### src/rtl/wb_arb_pkg.sv
// Shared types and widths for the register-file write-port arbiter.
package wb_arb_pkg;

   localparam int REG_ADDR_W = 5;
   localparam int DATA_W     = 32;

   typedef enum logic [1:0] {
      IDLE  = 2'd0,
      HOLD  = 2'd1,
      FORCE = 2'd2
   } arb_state_e;

endpackage

### src/rtl/wb_arbiter_if.sv
// Bundle of pipeline writeback, MDU handshake, register-file and hazard signals.
interface wb_arbiter_if;
   import wb_arb_pkg::*;

   logic                  wb_we_i;
   logic [REG_ADDR_W-1:0] wb_rd_i;
   logic [DATA_W-1:0]     wb_data_i;
   logic                  mdu_valid_i;
   logic [REG_ADDR_W-1:0] mdu_rd_i;
   logic [DATA_W-1:0]     mdu_data_i;
   logic                  mdu_ready_o;
   logic                  rf_we_o;
   logic [REG_ADDR_W-1:0] rf_rd_o;
   logic [DATA_W-1:0]     rf_data_o;
   logic                  stall_o;
   logic                  pending_o;
   logic [REG_ADDR_W-1:0] pending_rd_o;
   logic                  drop_o;

   // The arbiter itself; drives the register file and hazard outputs.
   modport slave (
      input  wb_we_i, wb_rd_i, wb_data_i, mdu_valid_i, mdu_rd_i, mdu_data_i,
      output mdu_ready_o, rf_we_o, rf_rd_o, rf_data_o,
      output stall_o, pending_o, pending_rd_o, drop_o
   );

   // The surrounding pipeline/MDU side.
   modport master (
      output wb_we_i, wb_rd_i, wb_data_i, mdu_valid_i, mdu_rd_i, mdu_data_i,
      input  mdu_ready_o, rf_we_o, rf_rd_o, rf_data_o,
      input  stall_o, pending_o, pending_rd_o, drop_o
   );

endinterface

### src/rtl/wb_arbiter.sv
// Register-file write-port arbiter: pipeline writeback has priority, MDU results
// wait in a one-entry buffer and force a one-cycle stall after MAX_WAIT blocked cycles.
module wb_arbiter
   import wb_arb_pkg::*;
#(
   parameter int MAX_WAIT = 4
) (
   input logic         clk_i,
   input logic         rst_n_i,
   wb_arbiter_if.slave bus
);

   localparam int CNT_W = $clog2(MAX_WAIT + 1);
   localparam logic [CNT_W-1:0] WAIT_LAST = CNT_W'(MAX_WAIT - 1);

   arb_state_e            state_q;
   logic [REG_ADDR_W-1:0] buf_rd_q;
   logic [DATA_W-1:0]     buf_data_q;
   logic [CNT_W-1:0]      wait_cnt_q;
   logic                  drop_q;

   logic wb_active;
   logic use_buf;

   assign wb_active = bus.wb_we_i && (bus.wb_rd_i != '0);
   assign use_buf   = (state_q == FORCE) || ((state_q == HOLD) && !wb_active);

   // In HOLD and FORCE someone always writes: either the buffer or the pipeline.
   assign bus.rf_we_o      = rst_n_i && ((state_q != IDLE) || wb_active);
   assign bus.rf_rd_o      = use_buf ? buf_rd_q   : bus.wb_rd_i;
   assign bus.rf_data_o    = use_buf ? buf_data_q : bus.wb_data_i;
   assign bus.mdu_ready_o  = rst_n_i && (state_q == IDLE);
   assign bus.stall_o      = (state_q == FORCE);
   assign bus.pending_o    = (state_q != IDLE);
   assign bus.pending_rd_o = (state_q != IDLE) ? buf_rd_q : '0;
   assign bus.drop_o       = drop_q;

   always_ff @(posedge clk_i or negedge rst_n_i) begin
      if (!rst_n_i) begin
         state_q    <= IDLE;
         buf_rd_q   <= '0;
         buf_data_q <= '0;
         wait_cnt_q <= '0;
         drop_q     <= 1'b0;
      end else begin
         drop_q <= 1'b0;
         unique case (state_q)
            IDLE: begin
               // Results aimed at r0 complete the handshake but are never buffered.
               if (bus.mdu_valid_i && (bus.mdu_rd_i != '0)) begin
                  buf_rd_q   <= bus.mdu_rd_i;
                  buf_data_q <= bus.mdu_data_i;
                  wait_cnt_q <= '0;
                  state_q    <= HOLD;
               end
            end
            HOLD: begin
               if (!wb_active) begin
                  state_q <= IDLE;
               end else if (bus.wb_rd_i == buf_rd_q) begin
                  // The younger pipeline write to the same rd makes the buffer stale.
                  drop_q  <= 1'b1;
                  state_q <= IDLE;
               end else if (wait_cnt_q == WAIT_LAST) begin
                  state_q <= FORCE;
               end else begin
                  wait_cnt_q <= wait_cnt_q + 1'b1;
               end
            end
            FORCE: begin
               state_q <= IDLE;
            end
            default: begin
               state_q <= IDLE;
            end
         endcase
      end
   end

endmodule

### src/flat_wrapper.sv
// flat-port wrapper written by rule: the top's interface ports become plain ports
module wb_arbiter_flat import wb_arb_pkg::*;
#(
   parameter int MAX_WAIT = 4
)
  (clk_i, rst_n_i, bus_wb_we_i, bus_wb_rd_i, bus_wb_data_i, bus_mdu_valid_i, bus_mdu_rd_i, bus_mdu_data_i, bus_mdu_ready_o, bus_rf_we_o, bus_rf_rd_o, bus_rf_data_o, bus_stall_o, bus_pending_o, bus_pending_rd_o, bus_drop_o);
  wb_arbiter_if bus_i ();
  input logic clk_i;
  input logic rst_n_i;
  input wire logic [$bits(bus_i.wb_we_i)-1:0] bus_wb_we_i;
  input wire logic [$bits(bus_i.wb_rd_i)-1:0] bus_wb_rd_i;
  input wire logic [$bits(bus_i.wb_data_i)-1:0] bus_wb_data_i;
  input wire logic [$bits(bus_i.mdu_valid_i)-1:0] bus_mdu_valid_i;
  input wire logic [$bits(bus_i.mdu_rd_i)-1:0] bus_mdu_rd_i;
  input wire logic [$bits(bus_i.mdu_data_i)-1:0] bus_mdu_data_i;
  output wire logic [$bits(bus_i.mdu_ready_o)-1:0] bus_mdu_ready_o;
  output wire logic [$bits(bus_i.rf_we_o)-1:0] bus_rf_we_o;
  output wire logic [$bits(bus_i.rf_rd_o)-1:0] bus_rf_rd_o;
  output wire logic [$bits(bus_i.rf_data_o)-1:0] bus_rf_data_o;
  output wire logic [$bits(bus_i.stall_o)-1:0] bus_stall_o;
  output wire logic [$bits(bus_i.pending_o)-1:0] bus_pending_o;
  output wire logic [$bits(bus_i.pending_rd_o)-1:0] bus_pending_rd_o;
  output wire logic [$bits(bus_i.drop_o)-1:0] bus_drop_o;
  assign bus_i.wb_we_i = bus_wb_we_i;
  assign bus_i.wb_rd_i = bus_wb_rd_i;
  assign bus_i.wb_data_i = bus_wb_data_i;
  assign bus_i.mdu_valid_i = bus_mdu_valid_i;
  assign bus_i.mdu_rd_i = bus_mdu_rd_i;
  assign bus_i.mdu_data_i = bus_mdu_data_i;
  assign bus_mdu_ready_o = bus_i.mdu_ready_o;
  assign bus_rf_we_o = bus_i.rf_we_o;
  assign bus_rf_rd_o = bus_i.rf_rd_o;
  assign bus_rf_data_o = bus_i.rf_data_o;
  assign bus_stall_o = bus_i.stall_o;
  assign bus_pending_o = bus_i.pending_o;
  assign bus_pending_rd_o = bus_i.pending_rd_o;
  assign bus_drop_o = bus_i.drop_o;
  wb_arbiter #(.MAX_WAIT(MAX_WAIT)) u_core (.clk_i(clk_i), .rst_n_i(rst_n_i), .bus(bus_i));
endmodule
### config.mk
export PLATFORM = sky130hd
export DESIGN_NAME = wb_arbiter_flat
export DESIGN_NICKNAME = d
export VERILOG_FILES = /design/src/rtl/wb_arb_pkg.sv /design/src/rtl/wb_arbiter_if.sv /design/src/rtl/wb_arbiter.sv /design/src/flat_wrapper.sv
export SDC_FILE = /design/constraint.sdc
export NUM_CORES = 1
export LEC_CHECK = 0
export BUFFER_PORTS_ARGS = -buffer_cell sky130_fd_sc_hd__buf_2
export CAP_MARGIN = 25
export CORE_ASPECT_RATIO = 0.5
export CORE_MARGIN = 1.5
export CORE_UTILIZATION = 48
export CTS_CLUSTER_DIAMETER = 100
export CTS_CLUSTER_SIZE = 30
export DETAILED_ROUTE_END_ITERATION = 12
export PLACE_DENSITY = 0.91
export SYNTH_ARGS = -nofsm -noshare
export SYNTH_HDL_FRONTEND = slang
export SYNTH_SLANG_ARGS = --single-unit
### constraint.sdc
create_clock -name clk_i -period 2.2 [get_ports clk_i]
set_input_delay 0.11 -clock clk_i [delete_from_list [all_inputs] [get_ports clk_i]]
set_output_delay 0.11 -clock clk_i [all_outputs]
set_load 0.01 [all_outputs]
==> results.md, run 1 <==
* Post-Place Worst Slack at ~0.24 ns
* Routed Antenna Nets at 0
* Origin of the worst min-delay path: bus_mdu_data_i[29]
* Post-synthesis cell type with the largest combined area: dfrtp_1
* Synth-to-Final Area Change at 32.2%
* Capture point of the worst reg-to-reg path: u_core.wait_cnt_q[0]
* Delay of the slowest critical-path stage at 0.39 ns
* Class of the most critical hold timing path: input pin to register
* # port buffers at 124
* Number of antenna violations at the first check in global routing at 0
* Top cell by count, worst path: buf_4
* FF-to-FF path depth at 6
* Power share of the sequential group at 38.1%
* Worst-case register-to-register setup slack at about 0.21 ns
* Nets at 449
* Flip-flop and latch area at 1080 um2
* Via count at 2433
* Terminating pin of the worst hold path: u_core.buf_data_q[29]
* Post-route fraction of the period consumed by the critical path at 92.0%
* CTS tree: done
* Flop and latch count out of synthesis at 43
* Total number of placement rows at 19
* Smallest hold slack at 0.0374 ns
* Critical Path Slowest Stage Cell: dfrtp_1
* Starting density of the core at 50.0%
* VDD IR-drop max at 0.436 mV
* Tightest slew margin relative to the limit at 61.7%
* Element type at the critical path end: output pin
* Io pins at 125
* Wire length of the first global-routing pass at 11100 um
* Clk pwr share at 23.5%
* Violation count after the first detailed-route iteration at 133
* Number of antenna repair diodes at 0
* Ordered list of cells on the worst path: buf_4 > nor2b_2 > buf_4 > nand2b_1 > a21oi_1 > a211oi_1 > buf_2
* Via count of the first global-routing pass at 2332
* Multi-input gate area at 1600 um2
* Setup TNS at 0 ns
* Total power divided by cell area at 857 nW/um2
* Startpoint-to-endpoint class of the critical path: register to output pin
* Clock slew seen by the registers of the worst setup and hold paths at 0.06 ns
* Root buffer cell: clkbuf_16
* Post-synthesis sequential area ratio at 39.0%
* Number of sinks driven by the clock tree at 43
* Post-CTS setup repair buffer count at 0
* CP max FO at 19
* Total global routing track utilization at 23.2%
* Number of enable-type register cells in the synthesized netlist at 0
* Arrival time reported for the critical path endpoint at 1.91 ns
* Cell types occupying the most area after synthesis: dfrtp_1 39%, mux2_2 14%, mux2_4 11%
* Total congestion overflow after global routing at 0
* Final core area utilization at 66.2%
* Top-area cell type share of the netlist area at roughly 39%
* Insertion delay to the later sink of the worst-skew pair at 0.28 ns
* Yosys synthesis warning count at 0
* Largest net degree at the start of global routing at 44
* Residual DRC count at 0
* Crit path launch type: register
* Routability congestion estimate from global placement at 0.823
* Syn_area_per_cell at ~11 um2
* Highest attainable clock frequency at 494 MHz
* Clock Path Buffers at 2
* Transition time at the pin with the least slew margin at approximately 0.57 ns
* Post-DP HPWL at between 4000 and 5000 um
* WHS Path Cells at 2
* Unrepaired setup endpoints after global routing: no
* Post-route setup slack at 0.175 ns
* Horizontal die dimension at approximately 110 um
* Count of endpoints failing hold in the final timing report at 0
* Final worst clock skew at around 0.0058 ns
* Share of final-layout standard cells stronger than drive strength 1 at 58.1%
* Cell variety after synth at 38
* Die Area at between 6000 and 7000 um2
* Detailed Route WL at 6840 um
* CP required at 2.09 ns
* Period minus WS final at 2.02 ns
* CTS H-tree lvls at 2
* First drt pass iteration count at 4
* Number of maximum-capacitance violations at 0
* Placeable Area at 5520 um2
* Status: finished, final reports clean
* Share of synthesized registers carrying an async set or reset at 100%
* Y dimension of the die at 56.6 um
* Routed length per placed instance at ~15 um
* Net Count, Synth at 326
* Reg-to-Reg Start: u_core.state_q[1]
* Switching power at approximately 1.0 mW
* Inserted Clock Buffers at 5
* Static leakage at 1.78 nW
* Flip-flop cell with the highest count after synthesis: dfrtp_1
* Post-Syn Instances at 246
* Synthesized area at 2760 um2
* Final setup violation count at 0
* Power share of the combinational group at 38.4%
* Number of max-slew violations in the final report at 0
* Post-detailed-route via-to-cell ratio at 5.49
* Fillers at 439
* Proportion of total power due to net switching at 33.1%
* Internal portion of total power at 2.09 mW
## power by group through the flow
stage	combinational [mW]	clock (mW)	sequential (mW)
6_report	1.20	0.734	1.19
5_1_grt	1.31	0.794	1.22
4_1_cts	1.20	0.750	1.19
3_5_place_dp	1.19	0	1.20
3_3_place_gp	1.15	0	1.19
2_1_floorplan	0.835	0	1.14
## sequential cells by signal (all words and copies together), names as in the netlist
| register | cells |
|---|---|
| u_core.wait_cnt_q | 3 |
| u_core.buf_rd_q | 5 |
| u_core.state_q | 2 |
| u_core.buf_data_q | 32 |
| u_core.bus.drop_o | 1 |
## cell type report
type                    instances  area share [%]
clock buffers                   5            3.43
clock inverters                 3           0.652
inverters                       3           0.309
multi-input cells             181            43.9
flip-flops and latches         43            29.5
well taps                      73            2.50
repair buffers                135            19.7
## logic make-up (layout without fill, tap and decap cells)
| kind of cell | count (synthesis) | count (layout) | share of synthesized area [%] |
|---|---|---|---|
| adders and majority gates | 2 | 2 | 0.906 |
| muxes | 63 | 63 | 28.2 |
| AOI/OAI and AO/OA | 43 | 44 | 11.4 |
| xor gates and xnor gates | 5 | 5 | 1.59 |
| buffers and inverters | 23 | 146 | 4.22 |
| DFF | 43 | 43 | 39.0 |
| and+or+nand+nor | 67 | 67 | 14.8 |
## metal layers
| metal | GRT usage, % | vias to the layer above | part of all wire [%] |
|---|---|---|---|
| met5 | 0 | - | 0 |
| met4 | 8.79 | 0 | 2.2 |
| met3 | 3.95 | 20 | 5.3 |
| met2 | 39.8 | 80 | 52 |
| met1 | 29.4 | 1191 | 41 |
| li1 | - | 1142 | - |
## cell usage in the layout, fill, tap and decap left out, types with 7 or more instances in the layout
cell,n
nand2_1,7
buf_2,124
mux2_4,20
or3b_2,12
a21oi_1,15
o21a_1,12
mux2_2,34
nand3_1,26
dfrtp_1,43
buf_4,9
## what timing repair did
item,4_1_cts,5_1_grt
hold buffers,1,0
gates resized for setup,1,2
gates cloned,1,0
hold endpoints to repair,43,0
endpoints found under the setup margin,20,16
pin swaps,1,0
## worst max path at each step
stage / depth (start not counted) / end / start
after CTS: 7 / bus_rf_rd_o[4] / u_core.state_q[1]
after global placement: 4 / bus_rf_data_o[17] / u_core.state_q[0]
final: 7 / bus_rf_rd_o[3] / u_core.state_q[1]
after floorplan: 6 / bus_rf_data_o[0] / u_core.state_q[0]
after detailed placement: 4 / bus_rf_data_o[14] / u_core.state_q[0]
after global routing: 7 / bus_rf_rd_o[0] / u_core.state_q[1]
## synth_stat cells (2+ instances only)
cell      count
a211oi_1      6
a21oi_1      15
a31oi_1       2
and2_1        2
and3b_1       2
buf_2         6
buf_4         2
buf_6         2
clkbuf_1      9
dfrtp_1      43
ha_1          2
inv_1         3
mux2_1        3
mux2_2       34
mux2_4       20
mux2i_1       6
nand2_1       7
nand2b_1      3
nand3_1      26
nor2_1        2
nor2b_1       7
o21a_1       12
o21ai_0       2
or3b_2       12
xor2_1        5
## worst max-delay path, delay by kind of cell (launching register included)
kind | cells | cell delay (ns)
flops | 1 | 0.39
compound gates | 2 | 0.21
buf+inv | 3 | 0.62
simple gates | 2 | 0.40
## stage by stage
| step | cells | instance area [um2] | power [mW] |
|---|---|---|---|
| after floorplan | 246 | 2760 | 1.98 |
| after global placement | 433 | 3470 | 2.34 |
| after detailed placement | 433 | 3470 | 2.39 |
| after CTS | 443 | 3650 | 3.14 |
| after global routing | 443 | 3650 | 3.33 |
| final | 443 | 3650 | 3.13 |
No activity file was read; power rests on OpenSTA's default activity.
==> inputs of run 2 (changes only) <==
--- a/config.mk
+++ b/config.mk
@@ -14,6 +14,7 @@
 export CTS_CLUSTER_SIZE = 30
 export DETAILED_ROUTE_END_ITERATION = 12
 export PLACE_DENSITY = 0.91
+export RECOVER_POWER = 100
 export SYNTH_ARGS = -nofsm -noshare
 export SYNTH_HDL_FRONTEND = slang
 export SYNTH_SLANG_ARGS = --single-unit
==> run 2 against run 1 <==
Against the previous run:
- die area did not move
- sequential power barely moved
- sequential cell count did not move
- clock skew rose by 0.00066 ns
- design area fell by 3.1%
- clock power barely moved
- cell count did not move
- critical path type unchanged
- largest power group is now registers
- highest routed layer unchanged
==> results.md, run 2 (synthesis gave the netlist of run 1 again) <==
* Largest regs: u_core.buf_data_q (32), u_core.buf_rd_q (5), u_core.wait_cnt_q (3)
* Detailed Route WL at 6920 um
* Routability congestion estimate from global placement at 0.823
* Clk pwr share at 24.4%
* Root buffer cell: clkbuf_16
* Routed length per placed instance at 15.6 um
* Element type at the critical path end: output pin
* Count of endpoints failing hold in the final timing report at 0
* CP required at 2.09 ns
* Reg-to-Reg Start: u_core.state_q[1]
* Total number of placement rows at 19
* Power share of the sequential group at 39.1%
* Final worst clock skew at 0.00643 ns
* Class of the most critical hold timing path: input pin to register
* Origin of the worst min-delay path: bus_mdu_data_i[29]
* Clock Path Buffers at 2
* Launching element of the worst setup path: u_core.state_q[0]
* CTS H-tree lvls at 2
* Number of antenna repair diodes at 0
* Number of max-slew violations in the final report at 0
* Total power divided by cell area at 856 nW/um2
* Largest net degree at the start of global routing at 44
* CP max FO at 15
* Y dimension of the die at 56.6 um
* Transition time at the pin with the least slew margin at 1.07 ns
* Switching power at just over 1 mW
* Starting density of the core at approximately half
* Most flops, register: u_core.buf_data_q
* Die Area at 6240 um2
* Horizontal die dimension at approximately 110 um
* Highest attainable clock frequency at 487 MHz
* Via count of the first global-routing pass at about 2300
* Routed Antenna Nets at 0
* Number of maximum-capacitance violations at 0
* Share of final-layout standard cells stronger than drive strength 1 at 46.5%
* Static leakage at 1.61 nW
* Post-detailed-route via-to-cell ratio at 5.52
* Number of flip-flops under the largest register name at 32
* Arrival time reported for the critical path endpoint at 1.94 ns
* Leading cell type in the layout, fill and taps excluded: buf_2
* Number of sinks driven by the clock tree at 43
* CTS tree: done
* Synth-to-Final Area Change at 28.1%
* Setup TNS at 0 ns
* Post-DP HPWL at around 4800 um
* Insertion delay to the later sink of the worst-skew pair at ~0.29 ns
* Internal portion of total power at 2.00 mW
* Placeable Area at about 5500 um2
* Nets at 449
* Delay of the slowest critical-path stage at 0.43 ns
* # port buffers at 124
* Unrepaired setup endpoints after global routing: no
* Crit path launch type: register
* Tightest slew margin relative to the limit at 29.0%
* First drt pass iteration count at 4
* Violation count after the first detailed-route iteration at around 110
* Clock slew seen by the registers of the worst setup and hold paths at around 0.06 ns
* Residual DRC count at 0
* VDD IR-drop max at 0.410 mV
* Status: finished, final reports clean
* Power share of the combinational group at about 37%
* Number of antenna violations at the first check in global routing at 0
* Final setup violation count at 0
* Ordered list of cells on the worst path: nor2b_1 > clkbuf_2 > a21oi_1 > nand3_1 > clkbuf_1
* Via count at 2444
* Wire length of the first global-routing pass at approximately 11000 um
* Leading cell types in the layout, fill and taps excluded: 99 x buf_2, 43 x dfrtp_1, 34 x mux2_2
* Total congestion overflow after global routing at 0
* Inserted Clock Buffers at 5
* Post-route fraction of the period consumed by the critical path at 93.4%
* Smallest hold slack at 0.0364 ns
* Io pins at about 130
* Period minus WS final at between 2 and 2.5 ns
* Startpoint-to-endpoint class of the critical path: register to output pin
* Critical Path Slowest Stage Cell: nor2b_1
* Proportion of total power due to net switching at around 34%
* Total global routing track utilization at between 20% and 30%
## run 2: changes by cell type in the layout (fill, tap and decap cells not counted)
cell / change
buf_4: -4
clkbuf_1: +23
mux2_4: -20
and2_1: -1
buf_2: -25
clkbuf_2: +6
mux2_1: +20
and2_0: +1
## run 2: power groups by stage
stage	combinational (mW)	sequential, mW	clock (mW)
after floorplan	0.835	1.14	0
after global placement	1.15	1.19	0
after detailed placement	1.19	1.20	0
after CTS	1.20	1.19	0.750
after global routing	1.22	1.21	0.794
final	1.11	1.18	0.737
## run 2: worst paths after layout
kind	to	slack (ns)	depth (start not counted)
setup reg to reg	u_core.wait_cnt_q[0]	0.21	6
hold / removal	u_core.buf_data_q[29]	0.04	2
max in group asynchronous	u_core.buf_data_q[6]	0.81	3
hold reg to reg	u_core.buf_data_q[0]	0.50	1
min in group asynchronous	u_core.buf_rd_q[4]	0.74	3
setup / recovery	bus_rf_data_o[31]	0.15	5
## run 2: layout make-up
type                    count  area (um2)
flip-flops and latches     43        1080
well taps                  73        91.3
clock inverters             3        23.8
fillers                   482        1980
clock buffers               5         125
inverters                   3        11.3
multi-input cells         181        1530
repair buffers            135         679
## run 2: metal layers
metal / GRT usage [%] / part of all wire (%)
met1: 29.4 / 43
met2: 39.8 / 51
met3: 3.95 / 4.4
met4: 8.79 / 2.2
met5: 0 / 0
## run 2: metrics by stage
stage               instances  utilization (%)  power, mW  setup slack (ns)  cell area, um2
global placement          433             62.9       2.34             0.278            3470
floorplan                 246                -       1.98             0.544            2760
detailed placement        433             62.9       2.39             0.244            3470
global route              443             64.1       3.23            0.0520            3530
finish                    443             64.1       3.03             0.146            3530
CTS                       443             66.1       3.14            0.0312            3650
## run 2: repair_timing
| item | in CTS | in global routing |
|---|---|---|
| gates resized for setup | 1 | 2 |
| endpoints found under the setup margin | 20 | 16 |
| buffers inserted | 0 | 0 |
| pin swaps | 1 | 0 |
| hold buffers | 1 | 0 |
| gates cloned | 1 | 0 |
| hold endpoints to repair | 43 | 0 |
## run 2: critical path: cells and delay by family, from the launching register on
family	cells	cell delay [ns]
flops	1	0.42
compound gates	1	0.16
buf+inv	2	0.55
simple gates	2	0.53
